**config.mk**
```make
export PLATFORM = sky130hd
export DESIGN_NAME = wb_commit
export DESIGN_NICKNAME = d
export VERILOG_FILES = /design/src/rtl/wb_commit_pkg.sv /design/src/rtl/wb_fifo.sv /design/src/rtl/wb_commit.sv
export SDC_FILE = /design/constraint.sdc
export NUM_CORES = 1
export LEC_CHECK = 0
export ABC_CLOCK_PERIOD_IN_PS = 3400
export CORE_MARGIN = 1.5
export CORE_UTILIZATION = 51
export DETAILED_ROUTE_END_ITERATION = 16
export PLACE_DENSITY = 0.79
export SLEW_MARGIN = 20
export SYNTH_ARGS = -nofsm -noshare
export SYNTH_HDL_FRONTEND = slang
export SYNTH_HIERARCHICAL = 1
export SYNTH_SLANG_ARGS = --single-unit
```
**constraint.sdc**
```tcl
create_clock -name clock -period 3.4 [get_ports clock]
set_input_delay 0.34 -clock clock [delete_from_list [all_inputs] [get_ports clock]]
set_output_delay 0.34 -clock clock [all_outputs]
set_load 0.01 [all_outputs]
```
**src/rtl/wb_commit_pkg.sv**
```systemverilog
// Shared definitions for the writeback commit unit: register/flag constants
// and the queued-entry metadata layout.
package wb_commit_pkg;

  localparam int DEST_W  = 4;
  localparam int FLAGS_W = 4;

  localparam logic [DEST_W-1:0] REG_PC = 4'd15;

  // NZCV bit positions inside a flags word.
  localparam int FLAG_N = 3;
  localparam int FLAG_Z = 2;
  localparam int FLAG_C = 1;
  localparam int FLAG_V = 0;

  typedef struct packed {
    logic [DEST_W-1:0]  dest;
    logic               wr;
    logic               setf;
    logic [FLAGS_W-1:0] flags;
  } meta_t;

  // A queued entry that will land in a general register (forwardable).
  function automatic logic is_reg_write(input meta_t m);
    return m.wr && (m.dest != REG_PC);
  endfunction

  // A queued entry that retargets the PC instead of writing the regfile.
  function automatic logic is_redirect(input meta_t m);
    return m.wr && (m.dest == REG_PC);
  endfunction

endpackage

```
**src/rtl/wb_fifo.sv**
```systemverilog
// DEPTH-entry result queue. Exposes the head plus every slot and a valid mask
// so the parent can run its forwarding compare over all pending entries.
module wb_fifo
  import wb_commit_pkg::*;
#(
  parameter int DEPTH = 4,
  parameter int DW    = 32,
  localparam int PW   = $clog2(DEPTH)
) (
  input  logic             clock,
  input  logic             reset,
  input  logic             push_i,
  input  logic             pop_i,
  input  meta_t            push_meta_i,
  input  logic [DW-1:0]    push_value_i,
  output meta_t            head_meta_o,
  output logic [DW-1:0]    head_value_o,
  output logic             full_o,
  output logic             empty_o,
  output logic [PW-1:0]    head_ptr_o,
  output logic [DEPTH-1:0] valid_o,
  output meta_t            meta_o  [DEPTH],
  output logic [DW-1:0]    value_o [DEPTH]
);

  meta_t         meta_q  [DEPTH];
  logic [DW-1:0] value_q [DEPTH];

  logic [PW-1:0] head_q, head_d;
  logic [PW-1:0] tail_q, tail_d;
  logic [PW:0]   count_q, count_d;

  logic do_push, do_pop;

  assign full_o  = (count_q == (PW+1)'(DEPTH));
  assign empty_o = (count_q == '0);
  assign do_push = push_i && !full_o;
  assign do_pop  = pop_i && !empty_o;

  // NOTE: every variable assigned in always_comb gets a default first, so no path leaves it unassigned and no latch is inferred.
  always_comb begin
    head_d  = head_q;
    tail_d  = tail_q;
    count_d = count_q;
    if (do_push) tail_d = tail_q + 1'b1;
    if (do_pop)  head_d = head_q + 1'b1;
    if (do_push && !do_pop)      count_d = count_q + 1'b1;
    else if (!do_push && do_pop) count_d = count_q - 1'b1;
  end

  // NOTE: sequential state uses non-blocking assignments so all registers update together from pre-edge values.
  always_ff @(posedge clock or posedge reset) begin
    if (reset) begin
      head_q  <= '0;
      tail_q  <= '0;
      count_q <= '0;
    end else begin
      head_q  <= head_d;
      tail_q  <= tail_d;
      count_q <= count_d;
    end
  end

  // NOTE: storage is deliberately not reset; the valid mask and count gate every read, so stale slots are never observed.
  always_ff @(posedge clock) begin
    if (do_push) begin
      meta_q[tail_q]  <= push_meta_i;
      value_q[tail_q] <= push_value_i;
    end
  end

  // A slot is live when its distance from head is below the occupancy.
  always_comb begin
    valid_o = '0;
    for (int i = 0; i < DEPTH; i++) begin
      valid_o[i] = ({1'b0, PW'(i) - head_q} < count_q);
    end
  end

  assign head_meta_o  = meta_q[head_q];
  assign head_value_o = value_q[head_q];
  assign head_ptr_o   = head_q;
  assign meta_o       = meta_q;
  assign value_o      = value_q;

endmodule

```
**src/rtl/wb_commit.sv**
```systemverilog
// Writeback commit: filters execute results into a queue, drains one per cycle to
// the regfile write port, maintains the flags shadow, emits PC redirects, forwards.
module wb_commit
  import wb_commit_pkg::*;
#(
  parameter int DEPTH = 4,
  parameter int DW    = 32
) (
  input  logic               clock,
  input  logic               reset,
  input  logic               res_valid,
  output logic               res_ready,
  input  logic [DEST_W-1:0]  res_dest,
  input  logic [DW-1:0]      res_value,
  input  logic               res_wr,
  input  logic               res_setf,
  input  logic [FLAGS_W-1:0] res_flags,
  input  logic               hold,
  output logic               in_enable,
  output logic [DEST_W-1:0]  sel_in,
  output logic [DW-1:0]      in_reg,
  output logic [FLAGS_W-1:0] flags_in,
  output logic               pc_redir_valid,
  output logic [DW-1:0]      pc_redir_addr,
  input  logic [DEST_W-1:0]  fwd_sel0,
  output logic               fwd_hit0,
  output logic [DW-1:0]      fwd_val0,
  input  logic [DEST_W-1:0]  fwd_sel1,
  output logic               fwd_hit1,
  output logic [DW-1:0]      fwd_val1,
  output logic               busy
);

  localparam int PW = $clog2(DEPTH);

  meta_t            push_meta, head_meta;
  logic [DW-1:0]    head_value;
  logic             push, pop, full, empty;
  logic [PW-1:0]    head_ptr;
  logic [DEPTH-1:0] valid;
  meta_t            ent_meta  [DEPTH];
  logic [DW-1:0]    ent_value [DEPTH];

  logic [FLAGS_W-1:0] shadow_q;

  // Results that neither write nor set flags are consumed here and never queued.
  assign res_ready = !full;
  assign push      = res_valid && res_ready && (res_wr || res_setf);
  assign pop       = !empty && !hold;
  assign busy      = !empty;

  assign push_meta = '{dest: res_dest, wr: res_wr, setf: res_setf, flags: res_flags};

  wb_fifo #(
    .DEPTH (DEPTH),
    .DW    (DW)
  ) u_fifo (
    .clock        (clock),
    .reset        (reset),
    .push_i       (push),
    .pop_i        (pop),
    .push_meta_i  (push_meta),
    .push_value_i (res_value),
    .head_meta_o  (head_meta),
    .head_value_o (head_value),
    .full_o       (full),
    .empty_o      (empty),
    .head_ptr_o   (head_ptr),
    .valid_o      (valid),
    .meta_o       (ent_meta),
    .value_o      (ent_value)
  );

  // r15 never strobes the regfile; its flags are ignored and the shadow is kept.
  always_comb begin
    in_enable      = pop && (head_meta.dest != REG_PC);
    pc_redir_valid = pop && is_redirect(head_meta);
    sel_in         = '0;
    in_reg         = '0;
    flags_in       = shadow_q;
    pc_redir_addr  = '0;
    if (in_enable) begin
      sel_in = head_meta.dest;
      in_reg = head_value;
      if (head_meta.setf) flags_in = head_meta.flags;
    end
    if (pc_redir_valid) pc_redir_addr = head_value;
  end

  always_ff @(posedge clock or posedge reset) begin
    if (reset)          shadow_q <= '0;
    else if (in_enable) shadow_q <= flags_in;
  end

  // Walk oldest to youngest so the last match (youngest) wins.
  logic [PW-1:0] idx;
  always_comb begin
    fwd_hit0 = 1'b0;
    fwd_val0 = '0;
    fwd_hit1 = 1'b0;
    fwd_val1 = '0;
    idx      = '0;
    for (int k = 0; k < DEPTH; k++) begin
      idx = head_ptr + PW'(k);
      if (valid[idx] && is_reg_write(ent_meta[idx])) begin
        if (ent_meta[idx].dest == fwd_sel0) begin
          fwd_hit0 = 1'b1;
          fwd_val0 = ent_value[idx];
        end
        if (ent_meta[idx].dest == fwd_sel1) begin
          fwd_hit1 = 1'b1;
          fwd_val1 = ent_value[idx];
        end
      end
    end
  end

endmodule

```
==> results of run 1 <==
==> cell usage in the layout (no fill, tap or decap), types with 8 or more instances in the layout <==
master	n
nor2_2	12
a211oi_4	15
clkbuf_16	23
buf_4	146
buf_8	13
inv_1	9
a211oi_2	21
dlymetal6s2s_1	28
clkdlybuf4s50_1	88
a2111oi_2	14
nor3_2	29
mux2_2	19
mux2i_1	225
buf_2	62
nor2_1	45
o21ai_1	17
nand2_1	16
a211oi_1	17
buf_6	33
nor2_4	9
dfrtp_1	9
nor3_1	11
o21ai_2	27
a21oi_1	22
ha_1	8
and2_1	91
buf_12	39
mux4_2	58
buf_16	10
a221oi_2	20
o2bb2ai_1	16
xnor2_1	23
edfxtp_1	168
==> metal layers <==
layer  GRT usage [%]  vias to the layer above  part of all wire (%)
li1                -                     5153                     -
met1            42.7                     6101                    36
met2            54.6                      873                    48
met3            7.86                      200                    11
met4            15.6                        2                   5.3
met5               0                        -                 0.024
==> power by group through the flow <==
stage	Combinational, mW	Sequential, mW	Clock (mW)
after global routing	14.1	3.16	2.20
final	13.5	3.12	2.11
after floorplan	6.70	3.06	0
after global placement	10.6	3.09	0
after CTS	11.9	3.08	2.11
after detailed placement	10.8	3.12	0
==> worst max-delay path: cells and delay by family (launching register included) <==
family	cells	cell delay (ns)
AO/OA/AOI/OAI	4	1.10
XOR/XNOR	1	0.21
adder cells (fa/ha/maj)	1	0.22
buffers and inverters	3	0.43
flip-flops	1	0.53
multiplexers	1	0.24
AND/OR/NAND/NOR	3	0.40
==> kinds of logic after synthesis <==
family          Yosys count
mux                     311
simple gates            263
compound gates          211
flops                   179
buf+inv                 119
xor+xnor                 39
fa+ha+maj                10
==> registers in the layout, summed over array words and instances, names as in the netlist <==
register / flops
shadow_q: 4
u_fifo/head_ptr_o: 2
u_fifo/count_q: 3
u_fifo/value_o: 128
u_fifo/tail_q: 2
u_fifo/meta_o: 40
==> cells in the mapped netlist, drive strengths merged (3+ instances only) <==
| cell type | n | area (um2) |
|---|---|---|
| buf | 47 | 318 |
| nand4 | 5 | 37.5 |
| inv | 11 | 41.3 |
| and2 | 97 | 612 |
| o221ai | 7 | 61.3 |
| xnor2 | 31 | 272 |
| o21ai | 45 | 225 |
| nand3b | 5 | 37.5 |
| clkbuf | 60 | 233 |
| mux2 | 21 | 240 |
| a2111oi | 22 | 193 |
| or2 | 6 | 37.5 |
| mux2i | 232 | 2320 |
| nand2 | 18 | 67.6 |
| mux4 | 58 | 1310 |
| a221oi | 31 | 272 |
| dfrtp | 11 | 275 |
| edfxtp | 168 | 5040 |
| or4 | 3 | 22.5 |
| nand3 | 4 | 20.0 |
| nor3 | 45 | 225 |
| a211oi | 53 | 548 |
| and4 | 6 | 52.6 |
| ha | 9 | 113 |
| a21oi | 25 | 125 |
| o2bb2ai | 22 | 193 |
| xor2 | 8 | 70.1 |
| nor2 | 66 | 255 |
==> layout make-up <==
class,count,share of cell area (%)
multi-input cells,834,44.2
flip-flops and latches,179,27.0
repair buffers,439,23.1
clock buffers,17,2.16
well taps,335,2.13
clock inverters,15,1.11
inverters,11,0.235
==> how the worst max path moves through the flow <==
stage          slack, ns      endpoint  cells after the start
2_1_floorplan       0.06  fwd_val0[10]                     16
3_3_place_gp       -0.44  fwd_val0[30]                     13
3_5_place_dp       -0.50  fwd_val0[30]                     13
4_1_cts            -0.40   fwd_val0[1]                     14
5_1_grt            -0.65   fwd_val0[8]                     13
6_report           -0.54   fwd_val0[8]                     13
==> timing repair <==
item | in CTS | in global routing
resized for setup | 511 | 170
endpoints found under the setup margin | 139 | 131
cloned | 12 | 7
buffers inserted | 35 | 24
pin swaps | 48 | 42
==> through the flow <==
| step | total power [mW] | worst slack (ns) |
|---|---|---|
| floorplan | 9.77 | 0.0641 |
| global placement | 13.7 | -0.443 |
| detailed placement | 13.9 | -0.497 |
| finish | 18.8 | -0.538 |
| CTS | 17.1 | -0.397 |
| global route | 19.4 | -0.654 |
==> metrics.csv, run 1 <==
metric,value,unit
"Clk pin slew, worst setup/hold paths",0.09,ns
grt total ovfl,0,
FP Rows,59,
Post-Synthesis Net Count,1196,
synthesized area per cell,11.8,um2
fmax,254,MHz
Max-Cap Viols,0,
dominant synthesized flop cell,edfxtp_1,
P_int,10.2,mW
mux cell area share after synthesis,28.9,%
initial antenna violation count,1,
Avg WL per Cell,27.2,um
Final period util,116,%
sequential area share after synthesis,39.8,%
share of post-route cells with drive strength above 1,43.4,%
critical path startpoint,u_fifo/head_ptr_o[1]$_DFFE_PP0P_,
critical path class,register to output port,
Final setup viols,99,
clock latency on the worst-skew pair,0.46,ns
H-Tree Depth,4,
die footprint,27200,um2
Multi-input gate area,8710,um2
worst hold margin,0.112,ns
Clock Sinks,179,
fillcell total,1457,
cell count of the worst reg-to-reg path,11,
Setup crit start kind,register,
largest net degree at the start of global routing,80,
RSZ-0062 raised after global routing,true,
Die Y,165,um
Starting DRT DRC Count,1454,
Seq pwr share,16.6,%
skew final,0.0159,ns
"Max FO, Critical Path",34,
Post-Synth Simple-Gate Area,10.7,%
Layout area overhead,47.3,%
Crit path required time,3.06,ns
max incr delay on CP,0.53,ns
Fin Setup TNS,-31.82,ns
first-pass GRT wire length,68000,um
CTS tree,built,
Seq. cell area,5330,um2
Final Slew Violations,0,
drt pass-1 iters,6,
fin nets,1546,
asr flop ratio synth,6.15,%
Worst setup EP type,output port,
die width,165,um
Power Dens Cells,953,nW/um2
Synth Area in XOR/XNOR,2.55,%
CTS Hold Bufs,0,
Synth Area in Compound Gates,12.5,%
fin cells,1830,
Yosys reg bits,179,
Hold Crit Class,input pin to async pin,
worst r2r src,u_fifo/head_ptr_o[0]$_DFFE_PP0P_,
synthesized area,13400,um2
GRT Overall Usage,33.6,%
Crit-path slowest cell,dfrtp_4,
DRC Markers,0,
outcome,finished with violations,
worst slew pin tran,0.728,ns
Area after DPL,16800,um2
post-layout util,76.0,%
final WL,49800,um
placed cells,1723,
ant diodes,0,
CTS Buf Count,17,
Net Sw Frac,45.8,%
port bufs,195,
P_sw,8.60,mW
ANT nets after route,0,
Longest Clk Path Bufs,2,
vias per std cell,6.74,
Comb pwr share,72.1,%
"Data arrival, critical path",3.60,ns
largest family of logic cells by synthesized area,multiplexers,
clock network power share,11.2,%
Detailed Place HPWL,27400,um
via count,12300,
Post-Synth Adder-Cell Area,0.992,%
peak supply drop,563,uV
worst-path cell chain,xnor2_4 -> inv_2 -> ha_4 -> a21oi_2 -> or2_4 -> nand3b_1 -> o221ai_2 -> nand2_2 -> buf_12 -> a2111oi_2 -> mux2i_1 -> a211oi_4 -> buf_2,
design area,19700,um2
Leak,7.83,nW
Ys Warns,6,
setup slack after layout,-0.538,ns
CORE AREA,25900,um2
I/O pins,196,
Final Hold Fails,0,
min cycle time layout,3.94,ns
R2R setup slack,0.77,ns
"Distinct cells, synth",58,
CTS root buffer,clkbuf_16,
number of global-route vias before repair,11900,
Gate Count Post-Synth,1132,
Post-synth EDFFs,168,
routability cong.,0.936,
failing checks,negative setup slack,
Rel. slew slack,51.5,%
R2R Path End,shadow_q[2]$_DFFE_PP0P_,
Initial Util,51.6,%
No activity file was read; power rests on OpenSTA's default activity.
==> inputs of run 2 (changes only) <==
--- a/config.mk
+++ b/config.mk
@@ -8,7 +8,10 @@
 export ABC_CLOCK_PERIOD_IN_PS = 3400
 export CORE_MARGIN = 1.5
 export CORE_UTILIZATION = 51
+export CTS_BUF_LIST = sky130_fd_sc_hd__clkbuf_16
+export CTS_CLUSTER_DIAMETER = 30
 export DETAILED_ROUTE_END_ITERATION = 16
+export GPL_ROUTABILITY_DRIVEN = 0
 export PLACE_DENSITY = 0.79
 export SLEW_MARGIN = 20
 export SYNTH_ARGS = -nofsm -noshare
==> metrics.csv, run 2 (synthesized netlist as in run 1, its figures left out) <==
metric,value,unit
outcome,finished with violations,
failing checks,negative setup slack,
Total Power,18.2,mW
FP Rows,59,
"Max FO, Critical Path",6,
vias per std cell,6.66,
share of post-route cells with drive strength above 1,38.9,%
RSZ-0062 raised after global routing,true,
Avg WL per Cell,26.1,um
Setup crit start kind,register,
Leak,7.44,nW
drt pass-1 iters,6,
P_sw,8.30,mW
worst slew pin tran,0.654,ns
critical path class,register to output port,
clock latency on the worst-skew pair,0.44,ns
"Data arrival, critical path",3.75,ns
"most common cell after layout, fill and taps aside",mux2i_1,
ant diodes,0,
Net Sw Frac,45.6,%
Longest Clk Path Bufs,2,
Crit path required time,3.06,ns
CTS root buffer,clkbuf_16,
post-layout util,73.8,%
P_int,9.91,mW
final WL,47100,um
first-pass GRT wire length,65700,um
Final period util,120,%
Comb pwr share,71.6,%
Initial Util,51.6,%
Max-Cap Viols,0,
number of global-route vias before repair,11800,
Layout area overhead,42.9,%
Seq pwr share,17.0,%
fmax,244,MHz
die width,165,um
CORE AREA,25900,um2
largest net degree at the start of global routing,85,
fin nets,1523,
Power Dens Cells,953,nW/um2
skew final,0.0129,ns
die footprint,27200,um2
I/O pins,196,
"Clk pin slew, worst setup/hold paths",0.09,ns
Die Y,165,um
Final setup viols,66,
port bufs,195,
Final Hold Fails,0,
Rel. slew slack,56.1,%
Detailed Place HPWL,27300,um
Clock Sinks,179,
min cycle time layout,4.09,ns
Worst setup EP type,output port,
via count,12000,
H-Tree Depth,4,
peak supply drop,626,uV
GRT Overall Usage,31.9,%
number of flip-flops in the largest register,128,
design area,19100,um2
Final Slew Violations,0,
initial antenna violation count,1,
ANT nets after route,0,
CTS Buf Count,17,
fillcell total,1579,
R2R Path End,u_fifo/count_q[2]$_DFFE_PP0P_,
most frequent cells in the layout,"225 x mux2i_1, 168 x edfxtp_1, 131 x buf_4",
CTS tree,built,
setup slack after layout,-0.693,ns
grt total ovfl,0,
DRC Markers,0,
Hold Crit Class,input pin to async pin,
Area after DPL,16800,um2
R2R setup slack,0.73,ns
worst r2r src,u_fifo/count_q[0]$_DFFE_PP0P_,
Starting DRT DRC Count,1299,
cell count of the worst reg-to-reg path,10,
clock network power share,11.4,%
-- run 2: per-stage QoR --
step | setup TNS [ns] | setup WS (ns) | std cells | hold WS (ns)
2_1_floorplan | 0 | 0.0641 | 1132 | 0.106
5_1_grt | -36.81 | -0.792 | 1807 | 0.151
3_3_place_gp | -24.12 | -0.501 | 1714 | 0.482
3_5_place_dp | -27.71 | -0.592 | 1714 | 0.497
6_report | -32.08 | -0.693 | 1807 | 0.110
4_1_cts | -22.99 | -0.434 | 1779 | 0.127
-- run 2: worst max-delay path: stages, from the launching register on --
cell	delay, ns
dfrtp_4	0.52
buf_8	0.14
inv_1	0.06
ha_1	0.26
a21oi_1	0.20
or2_2	0.19
nand3b_1	0.12
o22ai_2	0.23
o21ai_1	0.12
or4_4	0.48
and2_4	0.21
buf_6	0.15
buf_12	0.14
a211oi_4	0.29
buf_2	0.18
-- run 2: worst max-delay path by stage --
stage,start,depth (start not counted),to,slack [ns]
floorplan,u_fifo/head_ptr_o[0]$_DFFE_PP0P_,16,fwd_val0[10],0.06
global placement,u_fifo/head_ptr_o[1]$_DFFE_PP0P_,13,fwd_val0[13],-0.50
detailed placement,u_fifo/head_ptr_o[1]$_DFFE_PP0P_,11,fwd_val0[29],-0.59
CTS,u_fifo/head_ptr_o[0]$_DFFE_PP0P_,14,fwd_val0[13],-0.43
global route,u_fifo/head_ptr_o[1]$_DFFE_PP0P_,14,fwd_val0[0],-0.79
finish,u_fifo/head_ptr_o[1]$_DFFE_PP0P_,14,fwd_val0[13],-0.69
-- run 2: repair_timing --
action | in CTS | in global routing
endpoints found under the setup margin | 140 | 104
resized for setup | 484 | 118
pin swaps | 56 | 32
hold buffers | 0 | 0
setup buffers | 27 | 29
gates cloned | 8 | 6
-- run 2: layout make-up --
| type | count | area, um2 | area share (%) |
|---|---|---|---|
| Tap cell | 335 | 419 | 2.19 |
| Clock inverter | 15 | 194 | 1.01 |
| Sequential cell | 179 | 5330 | 27.9 |
| Multi-Input combinational cell | 834 | 8530 | 44.6 |
| Timing Repair Buffer | 416 | 4170 | 21.8 |
| Inverter | 11 | 46.3 | 0.242 |
| Clock buffer | 17 | 425 | 2.23 |
-- run 2: power by group through the flow --
stage	clock, mW	sequential, mW	combinational (mW)
final	2.07	3.10	13.0
after CTS	2.06	3.09	11.5
after global routing	2.16	3.14	13.6
after global placement	0	3.09	10.5
after floorplan	0	3.06	6.70
after detailed placement	0	3.13	10.7
-- run 2: routing by layer --
metal  wire [um]  up-vias  GRT usage, %
met4        2220        2          12.8
li1            -     5115             -
met2       23200      796          54.0
met1       17400     5913          40.3
met5          13        -             0
met3        4260      211          5.98
